$ cat src/rtl/uart_pkg.sv
// Shared UART definitions: state encodings common to the transmitter and the future receiver,
// and the default frame timing.
package uart_pkg;

    typedef enum logic [1:0] {
        IDLE  = 2'd0,
        START = 2'd1,
        DATA  = 2'd2,
        STOP  = 2'd3
    } uart_state_e;

    localparam int CLKS_PER_BIT_DEF = 16;
    localparam int DATA_BITS_DEF    = 8;

endpackage

$ cat src/rtl/uart_tx_serializer_if.sv
// Producer-side valid/ready word handshake into the UART transmitter.
interface uart_tx_serializer_if #(
    parameter int DATA_BITS = uart_pkg::DATA_BITS_DEF
);
    logic [DATA_BITS-1:0] tx_data;
    logic                 tx_valid;
    logic                 tx_ready;

    modport master (output tx_data, output tx_valid, input  tx_ready);
    modport slave  (input  tx_data, input  tx_valid, output tx_ready);
endinterface

$ cat src/rtl/uart_tx_serializer_baud_tick_gen.sv
// Bit-period counter: pulses o_bit_done on the last clk of each serial bit.
module baud_tick_gen #(
    parameter int CLKS_PER_BIT = uart_pkg::CLKS_PER_BIT_DEF
) (
    input  logic clk,
    input  logic reset,
    input  logic i_clr,
    output logic o_bit_done
);
    localparam int             CW   = $clog2(CLKS_PER_BIT);
    localparam logic [CW-1:0]  LAST = CW'(CLKS_PER_BIT - 1);

    logic [CW-1:0] r_cnt;

    always_ff @(posedge clk) begin
        if (reset || i_clr)
            r_cnt <= '0;
        else if (r_cnt == LAST)
            r_cnt <= '0;
        else
            r_cnt <= r_cnt + CW'(1);
    end

    assign o_bit_done = (r_cnt == LAST) && !i_clr;

endmodule

$ cat src/rtl/uart_tx_serializer.sv
// UART transmitter: start bit, DATA_BITS data bits LSB first, stop bit; tx, tx_ready and
// busy are all registered.
module uart_tx_serializer
    import uart_pkg::*;
#(
    parameter int CLKS_PER_BIT = CLKS_PER_BIT_DEF,
    parameter int DATA_BITS    = DATA_BITS_DEF
) (
    input  logic                 clk,
    input  logic                 reset,
    uart_tx_serializer_if.slave  bus,
    output logic                 tx,
    output logic                 busy
);
    localparam int BCW = $clog2(DATA_BITS + 1);

    if (CLKS_PER_BIT < 2) begin : g_bad_cpb
        $error("CLKS_PER_BIT must be 2 or more");
    end
    if (DATA_BITS < 5 || DATA_BITS > 9) begin : g_bad_db
        $error("DATA_BITS must be in 5..9");
    end

    uart_state_e          r_state, w_state_nxt;
    logic [DATA_BITS-1:0] r_shift, w_shift_nxt;
    logic [BCW-1:0]       r_bit_cnt, w_bit_cnt_nxt;
    logic                 r_tx, w_tx_nxt;
    logic                 r_ready;
    logic                 r_busy;
    logic                 w_accept;
    logic                 w_bit_done;
    logic                 w_baud_clr;

    assign w_accept   = bus.tx_valid && r_ready;
    // Holding the counter clear through IDLE also covers the clear on handshake.
    assign w_baud_clr = (r_state == IDLE);

    baud_tick_gen #(.CLKS_PER_BIT(CLKS_PER_BIT)) u_baud (
        .clk        (clk),
        .reset      (reset),
        .i_clr      (w_baud_clr),
        .o_bit_done (w_bit_done)
    );

    always_comb begin
        w_state_nxt   = r_state;
        w_shift_nxt   = r_shift;
        w_bit_cnt_nxt = r_bit_cnt;
        w_tx_nxt      = r_tx;
        case (r_state)
            IDLE: begin
                w_tx_nxt = 1'b1;
                if (w_accept) begin
                    w_state_nxt   = START;
                    w_shift_nxt   = bus.tx_data;
                    w_bit_cnt_nxt = '0;
                    w_tx_nxt      = 1'b0;
                end
            end
            START: begin
                w_tx_nxt = 1'b0;
                if (w_bit_done) begin
                    w_state_nxt = DATA;
                    w_tx_nxt    = r_shift[0];
                end
            end
            DATA: begin
                w_tx_nxt = r_shift[0];
                if (w_bit_done) begin
                    w_shift_nxt   = r_shift >> 1;
                    w_bit_cnt_nxt = r_bit_cnt + BCW'(1);
                    if (r_bit_cnt == BCW'(DATA_BITS - 1)) begin
                        w_state_nxt = STOP;
                        w_tx_nxt    = 1'b1;
                    end else begin
                        // Next bit is presented on the same edge as the shift.
                        w_tx_nxt = r_shift[1];
                    end
                end
            end
            STOP: begin
                w_tx_nxt = 1'b1;
                if (w_bit_done)
                    w_state_nxt = IDLE;
            end
            default: begin
                w_state_nxt = IDLE;
                w_tx_nxt    = 1'b1;
            end
        endcase
    end

    always_ff @(posedge clk) begin
        if (reset) begin
            r_state   <= IDLE;
            r_shift   <= '0;
            r_bit_cnt <= '0;
            r_tx      <= 1'b1;
            r_ready   <= 1'b1;
            r_busy    <= 1'b0;
        end else begin
            r_state   <= w_state_nxt;
            r_shift   <= w_shift_nxt;
            r_bit_cnt <= w_bit_cnt_nxt;
            r_tx      <= w_tx_nxt;
            r_ready   <= (w_state_nxt == IDLE);
            r_busy    <= (w_state_nxt != IDLE);
        end
    end

    assign bus.tx_ready = r_ready;
    assign tx           = r_tx;
    assign busy         = r_busy;

endmodule

$ cat src/flat_wrapper.sv
// flat-port wrapper written by rule: the top's interface ports become plain ports
module uart_tx_serializer_flat import uart_pkg::*;
#(
    parameter int CLKS_PER_BIT = CLKS_PER_BIT_DEF,
    parameter int DATA_BITS    = DATA_BITS_DEF
)
  (clk, reset, tx, busy, bus_tx_data, bus_tx_valid, bus_tx_ready);
  uart_tx_serializer_if #(.DATA_BITS(DATA_BITS)) bus_i ();
  input  logic clk;
  input  logic reset;
  output logic tx;
  output logic busy;
  input wire logic [$bits(bus_i.tx_data)-1:0] bus_tx_data;
  input wire logic [$bits(bus_i.tx_valid)-1:0] bus_tx_valid;
  output wire logic [$bits(bus_i.tx_ready)-1:0] bus_tx_ready;
  assign bus_i.tx_data = bus_tx_data;
  assign bus_i.tx_valid = bus_tx_valid;
  assign bus_tx_ready = bus_i.tx_ready;
  uart_tx_serializer #(.CLKS_PER_BIT(CLKS_PER_BIT), .DATA_BITS(DATA_BITS)) u_core (.clk(clk), .reset(reset), .bus(bus_i), .tx(tx), .busy(busy));
endmodule
$ cat config.mk
export PLATFORM = sky130hd
export DESIGN_NAME = uart_tx_serializer_flat
export DESIGN_NICKNAME = d
export VERILOG_FILES = /design/src/rtl/uart_pkg.sv /design/src/rtl/uart_tx_serializer_if.sv /design/src/rtl/uart_tx_serializer_baud_tick_gen.sv /design/src/rtl/uart_tx_serializer.sv /design/src/flat_wrapper.sv
export SDC_FILE = /design/constraint.sdc
export NUM_CORES = 1
export LEC_CHECK = 0
export CAP_MARGIN = 20
export CELL_PAD_IN_SITES_DETAIL_PLACEMENT = 1
export CELL_PAD_IN_SITES_GLOBAL_PLACEMENT = 1
export CORE_MARGIN = 1.5
export CORE_UTILIZATION = 36
export DETAILED_ROUTE_END_ITERATION = 8
export PLACE_DENSITY = 0.74
export RECOVER_POWER = 25
export SLEW_MARGIN = 20
export SYNTH_ARGS = -nofsm -noshare
export SYNTH_HDL_FRONTEND = slang
export SYNTH_SLANG_ARGS = --single-unit
export TNS_END_PERCENT = 10
$ cat constraint.sdc
create_clock -name clk -period 1.3 [get_ports clk]
set_input_delay 0.195 -clock clk [delete_from_list [all_inputs] [get_ports clk]]
set_output_delay 0.195 -clock clk [all_outputs]
set_load 0.01 [all_outputs]
# == Word-level counts from Yosys, hierarchy flattened ==
# Cells that the tools add are included.
# W data, S select, Z words.
# word_totals
inputBits,11
regBits,21
output_inout_bits,3
# op_classes
n_mux,17
reduce_logical,10
n_eq_ne,7
add_sub_neg,2
# ops
cell,count
$mux W8,2
$pmux W8 S2,1
$mux W2,5
$add A4 B1 Y4 const B,2
$mux W4,2
$pmux W2 S4,1
$pmux W4 S2,1
$eq A2 B2 Y1 const B,2
$eq A4 B3 Y1 const B,1
$eq A4 B4 Y1 const B,1
$logic_not A2 Y1,2
$mux W1,4
$pmux W1 S4,1
$reduce_bool A2 Y1,2
$reduce_and A3 Y1,1
$eq A2 B1 Y1 const B,1
$logic_and A1 B1 Y1,2
$ne A2 B1 Y1 const B,1
$ne A2 B2 Y1 const B,1
$reduce_or A2 Y1,1
$logic_not A1 Y1,1
$logic_or A1 B1 Y1,1

# == Logic depth before layout (Yosys ltp) ==
# Gate-level depths: netlist (run 1).
# logic_depth
ltp_word,6
ltp_mapped,6

# == By module ==
# A second synthesis (run 1) with hierarchy kept.
# hier_totals
hier_cells,105
area_unflattened_um2,1117.3
# modules_own_cells
mod,n_inst,area_each_um2,cells_per_inst
uart_tx_serializer,1,959.7,89
baud_tick_gen,1,157.7,16

# == Least setup slack after synthesis (run 1) ==
# OpenSTA, ideal clock, no wires.
# synth_timing
kind,register to register
start,register u_core.u_baud.r_cnt[0]
end,register u_core.r_shift[0]
path_slack_ps,-140
required_ps,1153
path_buffers,2
t_arrival_ps,1293
synth_period_minus_slack_ps,1440
stages_incl_launch_ff,7
cell_sequence,dfxtp_1 ha_1 and3_1 buf_2 buf_4 a211oi_1 a311oi_1
# synth_between
elab_chain_cells,4
# synth_rtl
element,line_no,source
start: declaration,uart_tx_serializer_baud_tick_gen.sv:13,logic [CW-1:0] r_cnt;
start signal: assignment,uart_tx_serializer_baud_tick_gen.sv:21,r_cnt <= r_cnt + CW'(1);
$eq A4 B4 Y1,uart_tx_serializer_baud_tick_gen.sv:24,assign o_bit_done = (r_cnt == LAST) && !i_clr;
$logic_and A1 B1 Y1,uart_tx_serializer_baud_tick_gen.sv:24,
$ne A2 B2 Y1 (no source line),--,
$reduce_and A3 Y1 (no source line),--,
end signal: assignment,uart_tx_serializer.sv:103,r_shift <= w_shift_nxt;
end: declaration,uart_tx_serializer.sv:25,"logic [DATA_BITS-1:0] r_shift, w_shift_nxt;"
# Every way passes these cells.
# A chain may end at the register's enable or synchronous reset.

# == Worst setup path in the final report (run 1) ==
# layout_timing
start,register u_core.u_baud.r_cnt[1]
end,register u_core.r_bit_cnt[0]
# layout_between
elab_chain_cells,4
# layout_rtl
element,line_no,source
$eq A4 B4 Y1,uart_tx_serializer_baud_tick_gen.sv:24,
$logic_and A1 B1 Y1,uart_tx_serializer_baud_tick_gen.sv:24,
$ne A2 B2 Y1 (no source line),--,
$reduce_and A3 Y1 (no source line),--,
end signal: assignment,uart_tx_serializer.sv:104,r_bit_cnt <= w_bit_cnt_nxt;
end: declaration,uart_tx_serializer.sv:26,"logic [BCW-1:0] r_bit_cnt, w_bit_cnt_nxt;"
# Every way passes these cells.

==> results.sh, run 1 <==
export IMPL_ir_drop_v=0.0005039
export IMPL_clkTransAtPathRegs_ns=0.13
export IMPL_totalWireLength_um=2628
export IMPL_slew_viol_final=0
export IMPL_syn_nets=125
export IMPL_grt_pass1_vias=996
export IMPL_num_vias=953
export IMPL_fp_row_count=18
export IMPL_hold_viol_final=0
export IMPL_nFillCells=307
export IMPL_tns_ns=-0.006318
export IMPL_p_switching_w=0.0003258
export IMPL_yosysTopAreaCell="dfxtp_1"
export IMPL_die_x_um=55.90
export IMPL_seqPwrFrac=0.573
export IMPL_syn_area_um2=1007
export IMPL_dp_hpwl_um=1823
export IMPL_dieArea_um2=3124
export IMPL_worstHoldStart="bus_tx_data[7]"
export IMPL_post_route_cell_area_um2=1363
export IMPL_regToRegEndpoint="u_core.r_bit_cnt[0]"
export IMPL_min_path_type="input port to flip-flop"
export IMPL_cts_buffer_depth=2
export IMPL_placed_area_um2=1296
export IMPL_rrSetupSlack_ns=-0.003
export IMPL_synth_edf_count=0
export IMPL_synth_top_flop_cell="dfxtp_1"
export IMPL_p_sw_frac=0.2621
export IMPL_wl_per_cell_um=15.64
export IMPL_r2r_cells=6
export IMPL_worst_slew_pin_slew_ns=0.2622
export IMPL_violations="negative setup slack"
export IMPL_ys_ff_latch=21
export IMPL_drcViolationCount=0
export IMPL_ys_seq_area_frac=0.4174
export IMPL_netlist_cell_type_count=35
export IMPL_multi_input_area_um2=576.8
export IMPL_worst_clock_skew_ns=0.006675
export IMPL_route_met3_wl_um=63
export IMPL_clk_latency_ns=0.31
export IMPL_critPathLaunch="u_core.u_baud.r_cnt[1]"
export IMPL_layout_drive_gt1_share=0.2826
export IMPL_ant_nets=0
export IMPL_min_delay_worst_endpoint="u_core.r_shift[7]"
export IMPL_initial_utilization=0.3923
export IMPL_synthTopCellsByArea="dfxtp_1 (42%), nand2_1 (6.3%), a311oi_1 (6.1%), a211oi_1 (5.2%), a21oi_1 (3.5%)"
export IMPL_regArea_um2=429.2
export IMPL_netlist_instances=112
export IMPL_critPathRequiredTime_ns=1.51
export IMPL_area_growth_pct=35.28
export IMPL_crit_arrival_ns=1.51
export IMPL_dpl_cell_count=163
export IMPL_min_period_ns=1.303
export IMPL_p_per_area_nw_per_um2=912.3
export IMPL_die_h_um=55.90
export IMPL_antenna_found_initial=0
export IMPL_fin_crit_sh=1.003
export IMPL_clock_sink_count=21
export IMPL_status="finished, violations left"
export IMPL_max_freq_ghz=0.7672
export IMPL_fin_cells=168
export IMPL_antenna_cells=0
export IMPL_numPortBuffers=13
export IMPL_grt_pass1_wl_um=4540
export IMPL_startpoint_type="flip-flop"
export IMPL_max_slew_margin_rel=0.8252
export IMPL_vias_per_cell=5.673
export IMPL_rsz0062_at_grt="true"
export IMPL_p_leak_nw=0.4843
export IMPL_end_kind="flip-flop"
export IMPL_hold_path_depth=3
export IMPL_wl_met2_um=1288
export IMPL_fin_ws_ns=-0.003477
export IMPL_overflow=0
export IMPL_clkPwrFrac=0.264
export IMPL_cts_root_buf="clkbuf_4"
export IMPL_drtPass1Iterations=2
export IMPL_io_pins=14
export IMPL_drv_cap=0
export IMPL_finalPower_w=0.001243
export IMPL_htreeDepth=1
export IMPL_place_congestion=0.7087
export IMPL_drt_iter0_markers=29
export IMPL_synth_top_area_frac=0.4174
export IMPL_grt_use_total=0.1801
export IMPL_fin_nets=152
export IMPL_critical_path_class="flip-flop to flip-flop"
export IMPL_place_ws_ns=-0.2368
export IMPL_grt_max_degree=17
export IMPL_intPower_w=0.0009172
export IMPL_cts_tree="built"
export IMPL_topRoutingLayerUsed="met4"
export IMPL_yosys_warnings=0
export IMPL_postSynthAreaPerCell_um2=8.993
export IMPL_r2r_start="u_core.u_baud.r_cnt[1]"
export IMPL_ys_async_sr_fraction=0
export IMPL_combPwrFrac=0.163
export IMPL_wl_met1_um=1263
export IMPL_path_max_fanout=8
export IMPL_core_um2=2567
export IMPL_setup_viol=2
export IMPL_cts_buffers=3
## layout make-up
cell class	instances	share of cell area
tap	30	0.02755
inverter	1	0.002755
clock buffer	4	0.01928
multi-input combinational	80	0.4233
sequential	21	0.3150
timing repair buffer	32	0.2121
## worst max-delay path by stage
| stage | slack [ns] | to |
|---|---|---|
| 2_1_floorplan | -0.0009 | u_core.r_shift[0] |
| 5_1_grt | -0.09 | u_core.tx |
| 4_1_cts | -0.02 | u_core.r_shift[3] |
| 6_report | -0.003 | u_core.r_bit_cnt[0] |
| 3_5_place_dp | -0.24 | u_core.r_shift[3] |
| 3_3_place_gp | -0.17 | u_core.r_shift[5] |
## repair_timing
item	CTS	global route
hold buffers	0	0
endpoints found under the setup margin	14	12
gates resized for setup	8	6
pin swaps	1	2
setup buffers	0	1
## cells in the final DEF (no fill, tap or decap), drive strengths merged
cell | netlist | layout
dfxtp | 21 | 21
buf | 8 | 19
nand2 | 17 | 17
clkdlybuf4s50 | 0 | 10
a311oi | 7 | 7
a21oi | 7 | 7
nand3 | 7 | 7
a211oi | 7 | 7
clkbuf | 2 | 4
o211ai | 3 | 3
and2 | 3 | 3
or4 | 3 | 3
dlygate4sd2 | 0 | 3
nand2b | 3 | 3
nor2 | 2 | 2
o31ai | 2 | 2
xor2 | 2 | 2
nor4 | 2 | 2
ha | 2 | 2
o21ai | 2 | 2
nand4bb | 1 | 1
nor2b | 1 | 1
and3 | 1 | 1
and4bb | 1 | 1
and3b | 1 | 1
a221oi | 1 | 1
a31oi | 1 | 1
nand4 | 1 | 1
xnor2 | 1 | 1
nor3 | 1 | 1
nor4b | 1 | 1
inv | 1 | 1
## flip-flops by register name, summed over array words and instances, names as in the netlist
register / flops
u_core.r_bit_cnt: 4
u_core.busy: 1
u_core.r_state: 2
u_core.tx: 1
u_core.u_baud.r_cnt: 4
u_core.r_shift: 8
u_core.bus.tx_ready: 1
## critical path, cell delays in order (launching register included)
cell	delay (ns)
dfxtp_2	0.38
ha_4	0.16
nand3_4	0.12
buf_6	0.16
o21ai_2	0.14
buf_6	0.15
o21ai_0	0.09
## synth_stat cells (all sizes together) (2+ instances only)
master / n
a21oi: 7
xor2: 2
nand2b: 3
buf: 8
or4: 3
o21ai: 2
nor4: 2
o211ai: 3
o31ai: 2
dfxtp: 21
nor2: 2
a311oi: 7
ha: 2
a211oi: 7
nand2: 17
clkbuf: 2
nand3: 7
and2: 3
## metrics by stage
step           utilization  hold slack, ns
2_1_floorplan            -          0.3310
3_3_place_gp        0.5049          0.4351
3_5_place_dp        0.5049          0.4412
4_1_cts             0.5190          0.4358
5_1_grt             0.5307          0.4289
6_report            0.5307          0.4238
## kinds of logic after synthesis
logic type,count (synthesis),synth area share
AND/OR/NAND/NOR,45,0.2547
AO/OA/AOI/OAI,30,0.2099
flip-flops,21,0.4174
buffers and inverters,11,0.06708
XOR/XNOR,3,0.02609
adder cells (fa/ha/maj),2,0.02484
## layer usage
| metal | global-route usage | vias up |
|---|---|---|
| met3 | 0.03023 | 2 |
| met4 | 0.05102 | 0 |
| met2 | 0.2959 | 9 |
| met5 | 0 | - |
| met1 | 0.2436 | 471 |
| li1 | - | 471 |
## power by group through the flow
stage	Clock [W]	Combinational, W	Sequential, W
floorplan	0	0.000103	0.000719
global placement	0	0.000196	0.000722
detailed placement	0	0.000202	0.000725
CTS	0.000328	0.000201	0.000711
global route	0.000364	0.000222	0.000717
finish	0.000329	0.000203	0.000712
Power figures use the tool's default switching activity.
==> run 2: changes to the inputs <==
SLEW_MARGIN = not set   (was 20)
==> results of run 2 <==
No change in the layout: final DEF, timing and power equal those of run 1.
